### src/rtl/adc_capture_ctrl.sv
`timescale 1ns/1ps
// Parallel-ADC sequencer: paces convst, waits out busy, strobes rd_n and
// averages 2^AVG_LOG2 captured words into one result with a valid strobe.
module adc_capture_ctrl #(
  parameter int unsigned PERIOD   = 100,
  parameter int unsigned CONVST_W = 2,
  parameter int unsigned RD_W     = 2,
  parameter int unsigned TIMEOUT  = 64,
  parameter int unsigned AVG_LOG2 = 2
) (
  input  logic        clk,
  input  logic        reset,
  input  logic        enable,
  input  logic        busy,
  input  logic [15:0] data_in,
  input  logic        clr_err,
  output logic        convst,
  output logic        rd_n,
  output logic [15:0] sample,
  output logic        sample_valid,
  output logic        overrun,
  output logic        timeout_err
);

  localparam int unsigned DATA_W = 16;
  localparam int unsigned ACC_W  = DATA_W + AVG_LOG2;
  localparam int unsigned CNT_W  = AVG_LOG2 + 1;
  localparam int unsigned AVG_N  = 1 << AVG_LOG2;
  localparam int unsigned TICK_W = $clog2(PERIOD);
  localparam int unsigned TO_W   = $clog2(TIMEOUT + 1);
  localparam int unsigned PH_MAX = (CONVST_W > RD_W) ? CONVST_W : RD_W;
  localparam int unsigned PH_W   = $clog2(PH_MAX + 1);

  typedef enum logic [2:0] {IDLE, START, WAIT_HI, WAIT_LO, READ, CAPT} state_e;

  state_e              state_q, state_d;
  logic [TICK_W-1:0]   tick_cnt_q, tick_cnt_d;
  logic [PH_W-1:0]     ph_q, ph_d;
  logic [TO_W-1:0]     to_q, to_d;
  logic [ACC_W-1:0]    acc_q, acc_d;
  logic [CNT_W-1:0]    cnt_q, cnt_d;
  logic                convst_q, convst_d;
  logic                rd_n_q, rd_n_d;
  logic [DATA_W-1:0]   sample_q, sample_d;
  logic                sample_valid_q, sample_valid_d;
  logic                overrun_q, overrun_d;
  logic                timeout_err_q, timeout_err_d;

  logic                tick_c;
  logic                ovr_set_c;
  logic                to_set_c;
  logic [ACC_W-1:0]    acc_sum_c;

  // Sample pacing: counter is parked at 0 while disabled.
  always_comb begin
    tick_c = enable && (tick_cnt_q == TICK_W'(PERIOD - 1));
    if (!enable || tick_c) begin
      tick_cnt_d = '0;
    end else begin
      tick_cnt_d = tick_cnt_q + TICK_W'(1);
    end
  end

  assign acc_sum_c = acc_q + ACC_W'(data_in);

  always_comb begin
    state_d        = state_q;
    ph_d           = ph_q;
    to_d           = to_q;
    acc_d          = acc_q;
    cnt_d          = cnt_q;
    convst_d       = convst_q;
    rd_n_d         = rd_n_q;
    sample_d       = sample_q;
    sample_valid_d = 1'b0;
    to_set_c       = 1'b0;
    ovr_set_c      = tick_c && (state_q != IDLE);

    case (state_q)
      IDLE: begin
        if (tick_c) begin
          state_d  = START;
          convst_d = 1'b1;
          ph_d     = '0;
        end
      end
      START: begin
        if (ph_q == PH_W'(CONVST_W - 1)) begin
          state_d  = WAIT_HI;
          convst_d = 1'b0;
          to_d     = '0;
        end else begin
          ph_d = ph_q + PH_W'(1);
        end
      end
      // One timeout budget spans both busy phases; a partial capture is dropped.
      WAIT_HI, WAIT_LO: begin
        if (state_q == WAIT_HI && busy) begin
          state_d = WAIT_LO;
          to_d    = to_q + TO_W'(1);
        end else if (state_q == WAIT_LO && !busy) begin
          state_d = READ;
          rd_n_d  = 1'b0;
          ph_d    = '0;
        end else if (to_q >= TO_W'(TIMEOUT - 1)) begin
          state_d  = IDLE;
          to_set_c = 1'b1;
        end else begin
          to_d = to_q + TO_W'(1);
        end
      end
      READ: begin
        if (ph_q == PH_W'(RD_W - 1)) begin
          state_d = CAPT;
          rd_n_d  = 1'b1;
        end else begin
          ph_d = ph_q + PH_W'(1);
        end
      end
      // data_in lags the ADC bus by one register, so it is taken a cycle after rd_n rises.
      CAPT: begin
        state_d = IDLE;
        if (cnt_q == CNT_W'(AVG_N - 1)) begin
          sample_d       = DATA_W'(acc_sum_c >> AVG_LOG2);
          sample_valid_d = 1'b1;
          acc_d          = '0;
          cnt_d          = '0;
        end else begin
          acc_d = acc_sum_c;
          cnt_d = cnt_q + CNT_W'(1);
        end
      end
      default: state_d = IDLE;
    endcase

    overrun_d     = ovr_set_c | (overrun_q & ~clr_err);
    timeout_err_d = to_set_c | (timeout_err_q & ~clr_err);
  end

  always_ff @(posedge clk or negedge reset) begin
    if (!reset) begin
      state_q        <= IDLE;
      tick_cnt_q     <= '0;
      ph_q           <= '0;
      to_q           <= '0;
      acc_q          <= '0;
      cnt_q          <= '0;
      convst_q       <= 1'b0;
      rd_n_q         <= 1'b1;
      sample_q       <= '0;
      sample_valid_q <= 1'b0;
      overrun_q      <= 1'b0;
      timeout_err_q  <= 1'b0;
    end else begin
      state_q        <= state_d;
      tick_cnt_q     <= tick_cnt_d;
      ph_q           <= ph_d;
      to_q           <= to_d;
      acc_q          <= acc_d;
      cnt_q          <= cnt_d;
      convst_q       <= convst_d;
      rd_n_q         <= rd_n_d;
      sample_q       <= sample_d;
      sample_valid_q <= sample_valid_d;
      overrun_q      <= overrun_d;
      timeout_err_q  <= timeout_err_d;
    end
  end

  assign convst       = convst_q;
  assign rd_n         = rd_n_q;
  assign sample       = sample_q;
  assign sample_valid = sample_valid_q;
  assign overrun      = overrun_q;
  assign timeout_err  = timeout_err_q;

endmodule

### config.mk
export PLATFORM = sky130hd
export DESIGN_NAME = adc_capture_ctrl
export DESIGN_NICKNAME = d
export VERILOG_FILES = /design/src/rtl/adc_capture_ctrl.sv
export SDC_FILE = /design/constraint.sdc
export NUM_CORES = 1
export LEC_CHECK = 0
export CORE_MARGIN = 8
export CORE_UTILIZATION = 56
export CTS_BUF_LIST = sky130_fd_sc_hd__clkbuf_16
export CTS_CLUSTER_SIZE = 12
export DETAILED_ROUTE_END_ITERATION = 7
export PLACE_DENSITY = 0.92
export SYNTH_ARGS = -nofsm -noshare
export SYNTH_HDL_FRONTEND = slang
export SYNTH_SLANG_ARGS = --single-unit
### constraint.sdc
create_clock -name clk -period 2.7 [get_ports clk]
set_clock_uncertainty 0.2 [all_clocks]
set_input_delay 0.405 -clock clk [delete_from_list [all_inputs] [get_ports clk]]
set_output_delay 0.405 -clock clk [all_outputs]
set_load 0.02 [all_outputs]
==> reports/results.tsv, run 1 <==
metric	value	unit
outcome	completed	
design.die.area	9270	um^2
core	6280	um^2
synth-edff-count	0	
routed_wl	9940	um
die_y	96.3	um
swShare	39.6	%
slowest_stage	or3_1	
p_comb_share	49.6	%
finalCriticalPeriod	2.64	ns
synth_commonest_cells	dfrtp_1, nand2_1, a21oi_1	
maxCapViolCount	0	
gp_congestion	0.854	
yosysWarnings	0	
end_kind	register	
cp_max_fo	4	
hp-class	register to register	
grt_max_degree	35	
drt_pre_antenna_iters	5	
gr-total-overflow	0	
post-route-util	74.2	%
ys.flop_type	dfrtp_1	
gr-usage-all-layers	21.5	%
maxSlewHeadroom	55.7	%
place_area	4340	um^2
ys_seq_elements	61	
synth_cell_types	59	
tightestPinTransition	0.665	ns
leakage	2.15	nW
yosysSeqAreaShare	42.3	%
cts.path.max_buffers	2	
routed_via_density	6.21	
wl_per_cell	18.5	um
netSwitchingPower	0.00198	W
synth_top_area_share	41.6	%
finalMaxSlewViolations	0	
htree_levels	3	
synthesis.nets	421	
clk_pin_slew	0.05	ns
diodes	0	
drtIter0Drc	266	
die_w	96.3	um
max_freq	378	MHz
clk_latency	0.33	ns
rows	29	
start_util	57.5	%
dr_total_vias	3340	
worstSetupStartpointType	input pin	
io_pins	42	
cts_root_buf	clkbuf_16	
nFillCells	396	
cp.arrival	2.65	ns
clockPowerShare	21.9	%
rrSetupSlack	0.21	ns
cts_tree	yes	
setup_violations	0	
detailed_place_hpwl	6630	um
postSynth.asyncResetShare	100	%
synth_largest_area_cell	dfrtp_1	
crit_type	input pin to register	
drcViolationCount	0	
synth_area	3610	um^2
critical_path_required	2.71	ns
hold_violations	0	
cts-buffers-inserted	9	
worst-path-buf-inv	1	
grt_pass1_vias	3413	
synth_most_common_cell	dfrtp_1	
avgSynthCellArea	9.52	um^2
drive_above_1_share	16.3	%
io_buffers	41	
grt_pass1_wl	15500	um
syn_to_final_growth	29.2	%
antenna_found_initial	0	
p_int	0.00302	W
cpLargestDelayFamily	simple AND/OR/NAND/NOR gates	
synthTopCellsByArea	dfrtp_1, ha_1, nand2_1, a21oi_1, nand3_1	
finalNetCount	498	
synth_cells	379	
min_period_over_period	97.9	%
hold_ws	0.268	ns
drtAntennaViolNets	0	
vdd_drop_max	757	uV
p_seq_share	28.5	%
path_cells	clkdlybuf4s50_1, ha_1, a21oi_1, nand4b_1, a311oi_2, or3_1, mux2i_1, a211o_1	
slowest_delay	0.49	ns
clock-sinks	61	
final_cell_area	4660	um^2
powerDensity	1070	nW/um^2
## routing by layer
| metal | track usage (%) | routed length (um) |
|---|---|---|
| met5 | 0 | 0 |
| met4 | 10.6 | 271 |
| met3 | 5.69 | 726 |
| met2 | 37.1 | 5030 |
| met1 | 23.9 | 3910 |
## final cells by class
type | instances | area, um^2 | share of cell area, %
flip-flops and latches | 61 | 1530 | 32.8
well taps | 77 | 96.3 | 2.07
repair buffers | 80 | 713 | 15.3
clock inverters | 7 | 60.1 | 1.29
clock buffers | 9 | 225 | 4.83
multi-input cells | 287 | 1970 | 42.4
inverters | 17 | 63.8 | 1.37
## sequential cells by signal, summed over array words and instances, names as in the netlist
name / cells
state_q: 3
sample: 16
timeout_err: 1
ph_q: 2
acc_q: 18
convst: 1
overrun: 1
sample_valid: 1
to_q: 7
rd_n: 1
tick_cnt_q: 7
cnt_q: 3
## metrics by stage
step | setup TNS (ns) | setup slack [ns] | std cells | total power, W
5_1_grt | -0.112 | -0.0381 | 538 | 0.00528
6_report | 0 | 0.0558 | 538 | 0.00501
3_5_place_dp | -3.21 | -0.307 | 520 | 0.00377
4_1_cts | 0 | 0.0307 | 537 | 0.00493
2_1_floorplan | 0 | 0.308 | 379 | 0.00292
3_3_place_gp | -1.55 | -0.168 | 520 | 0.00364
## worst paths after layout
kind | start | end | cells past startpoint
setup reg to reg | acc_q[0] | acc_q[8] | 9
min in group asynchronous | reset | sample[9] | 2
max in group asynchronous | reset | rd_n | 3
hold reg to reg | tick_cnt_q[0] | tick_cnt_q[0] | 1
hold / removal | tick_cnt_q[0] | tick_cnt_q[0] | 1
setup / recovery | data_in[1] | acc_q[15] | 8
## power by group through the flow
stage	Clock [W]	Combinational [W]	Sequential (W)
after floorplan	0	0.00147	0.00145
after global placement	0	0.00223	0.00141
after detailed placement	0	0.00234	0.00143
after CTS	0.00111	0.00240	0.00142
after global routing	0.00115	0.00267	0.00146
final	0.00110	0.00248	0.00143
## worst reg2reg max path, cell delays in order, from the launching register on
cell	delay (ns)
dfrtp_1	0.37
ha_1	0.20
inv_1	0.08
fa_2	0.21
nor2b_2	0.05
o211ai_1	0.28
a21oi_1	0.16
o21a_1	0.22
or3_1	0.33
a32o_1	0.28
## cell families (layout without fill, tap and decap cells)
| family | after synthesis | after routing | synth area share [%] |
|---|---|---|---|
| AND/OR/NAND/NOR | 131 | 131 | 17.7 |
| AO/OA/AOI/OAI | 105 | 105 | 20.6 |
| flip-flops | 61 | 61 | 42.3 |
| buffers and inverters | 31 | 113 | 3.54 |
| adder cells (fa/ha/maj) | 21 | 21 | 7.49 |
| XOR/XNOR | 17 | 17 | 4.33 |
| multiplexers | 13 | 13 | 3.99 |
## cells in the final DEF (no fill, tap or decap), types with 7 or more instances in the layout
cell	instances
and3_1	7
clkdlybuf4s50_1	40
nand3_1	21
clkbuf_16	9
nor2_1	24
xnor2_1	10
a21oi_1	24
inv_1	18
buf_4	37
a211o_1	7
a21o_1	8
dfrtp_1	60
o21ai_0	18
mux2_2	7
nand2b_1	7
ha_1	20
a22o_1	10
nand2_1	41
## timing repair
item | CTS | global route
hold buffers | 1 | 0
hold endpoints to repair | 27 | 0
pin swaps | 0 | 2
gates cloned | 0 | 0
resized for setup | 1 | 4
buffers inserted | 0 | 1
setup endpoints to repair | 1 | 9
Note: power is estimated with default switching activity, not from simulation.
==> run 2: changes to the inputs <==
CELL_PAD_IN_SITES_DETAIL_PLACEMENT = 0   (was unset)
CELL_PAD_IN_SITES_GLOBAL_PLACEMENT = 1   (was unset)
CORE_UTILIZATION = 44   (was 56)
PLACE_DENSITY = 0.93   (was 0.92)
==> run 2 against run 1 <==
  * Critical path depth unchanged
  * Worst setup slack improved by 0.058 ns
  * Largest power group unchanged
  * Clock power is 12% lower
  * Wire length decreased by 11%
  * Sequential share of layout area down 0.26 points
  * Non-clock buffer count rose by 6
  * Die area is 23% higher
  * Critical endpoint is now sample[11]
  * Register-to-register slack gained 0.05 ns
  * Maximum frequency grew 2.2%
  * Utilization shrank 16 points
  * Combinational power is essentially flat
==> reports/results.tsv, run 2 (synthesis gave the netlist of run 1 again) <==
metric	value	unit
outcome	completed	
routed_wl	8810	um
layout_commonest_cell	dfrtp_1	
powerDensity	1020	nW/um^2
io_buffers	41	
nFillCells	733	
fin_cells	571	
core	8090	um^2
cts.path.max_buffers	2	
design.die.area	11400	um^2
vdd_drop_max	462	uV
wl_per_cell	15.4	um
min_period_over_period	95.8	%
drtIter0Drc	147	
crit_type	input pin to register	
clk_pin_slew	0.05	ns
maxSlewHeadroom	68.4	%
setup_violations	0	
top_register	acc_q	
drcViolationCount	0	
grt_max_degree	23	
leakage	2.16	nW
use_met2	26.5	%
die_y	107	um
hold_violations	0	
finalMaxSlewViolations	0	
finalCriticalPeriod	2.59	ns
place_ws	-0.225	ns
maxCapViolCount	0	
cp_max_fo	4	
drt_pre_antenna_iters	4	
io_pins	42	
place_area	4410	um^2
clk_latency	0.32	ns
routed_via_density	5.53	
grtUsageMet3	4.48	%
largest_reg_flops	18	
max_freq	387	MHz
hp-class	register to register	
cts_tree	yes	
antenna_found_initial	0	
rows	33	
end_kind	register	
detailed_place_hpwl	6400	um
dr_total_vias	3156	
diodes	0	
grt_pass1_wl	14700	um
final_cell_area	4700	um^2
critical_path_required	2.71	ns
syn_to_final_growth	30.2	%
drive_above_1_share	16.7	%
seqCellArea	1530	um^2
start_util	44.6	%
htree_levels	3	
gp_congestion	0.853	
cts-buffers-inserted	9	
post-route-util	58.1	%
grt_busiest_layer	met2	
drtAntennaViolNets	0	
die_w	107	um
clock-sinks	61	
gr-total-overflow	0	
finalNetCount	504	
grt_pass1_vias	3159	
cp.arrival	2.59	ns
multiInputGateArea	1980	um^2
layout_common_cells	dfrtp_1, buf_4, nand2_1	
gr-usage-all-layers	15.9	%
tightestPinTransition	0.474	ns
setup_slack	0.114	ns
dp_cells	555	
grt_use_met1	18.7	%
worstSetupStartpointType	input pin	
cts_root_buf	clkbuf_16	
postCtsSetupBuffers	0	
==> run 2: changes by cell type in the layout (fill, tap and decap cells not counted) <==
cell / previous run / this run
buf_4: 37 / 44
clkinv_1: 0 / 3
clkinv_2: 3 / 1
a211oi_1: 1 / 0
a211oi_2: 0 / 1
a21oi_1: 24 / 23
a21oi_2: 2 / 3
buf_12: 1 / 0
bufinv_16: 1 / 0
clkinvlp_4: 1 / 0
fa_1: 0 / 1
fa_2: 1 / 0
==> run 2: layout make-up <==
class	count	area share, %
Tap cell	105	2.80
Timing Repair Buffer	86	15.9
Clock inverter	6	0.506
Sequential cell	61	32.5
Multi-Input combinational cell	287	42.2
Clock buffer	9	4.79
Inverter	17	1.36
==> run 2: timing repair <==
item | in CTS | in global routing
hold buffers | 1 | 0
gates resized for setup | 0 | 6
endpoints found under the setup margin | 0 | 8
endpoints found under the hold margin | 20 | 0
==> run 2: routing by layer <==
metal / vias up / share of wire (%)
li1: 1538 / -
met1: 1520 / 44
met2: 76 / 48
met3: 22 / 5.2
met4: 0 / 2.4
met5: - / 0
==> run 2: worst paths after layout <==
kind	from	endpoint	slack [ns]	cells past startpoint
min in group asynchronous	reset	sample[6]	0.37	2
max in group asynchronous	reset	rd_n	1.23	3
max	data_in[10]	sample[11]	0.11	8
max reg2reg	acc_q[10]	sample[11]	0.26	7
min reg2reg	tick_cnt_q[0]	tick_cnt_q[0]	0.25	1
min	tick_cnt_q[0]	tick_cnt_q[0]	0.25	1
==> run 2: power by group <==
part	internal, W	leakage (nW)	switching [W]
logic	0.00116	1.25	0.00129
registers	0.00119	0.771	0.000200
clock network	0.000595	0.130	0.000373
total	0.00295	2.16	0.00186
==> run 2: critical path: stages <==
cell and delay [ns]:
clkdlybuf4s50_1 0.43, ha_1 0.38, a21oi_4 0.16, o211a_1 0.20, o21ai_1 0.08, or3_1 0.48
xor2_2 0.19, mux2_4 0.26
==> run 2: stage by stage <==
stage / setup TNS (ns) / power, W / hold WS [ns]
floorplan: 0 / 0.00292 / -0.0906
global placement: -2.06 / 0.00371 / 0.186
detailed placement: -2.91 / 0.00379 / 0.189
CTS: 0 / 0.00479 / 0.256
global route: -0.00410 / 0.00515 / 0.273
finish: 0 / 0.00481 / 0.251
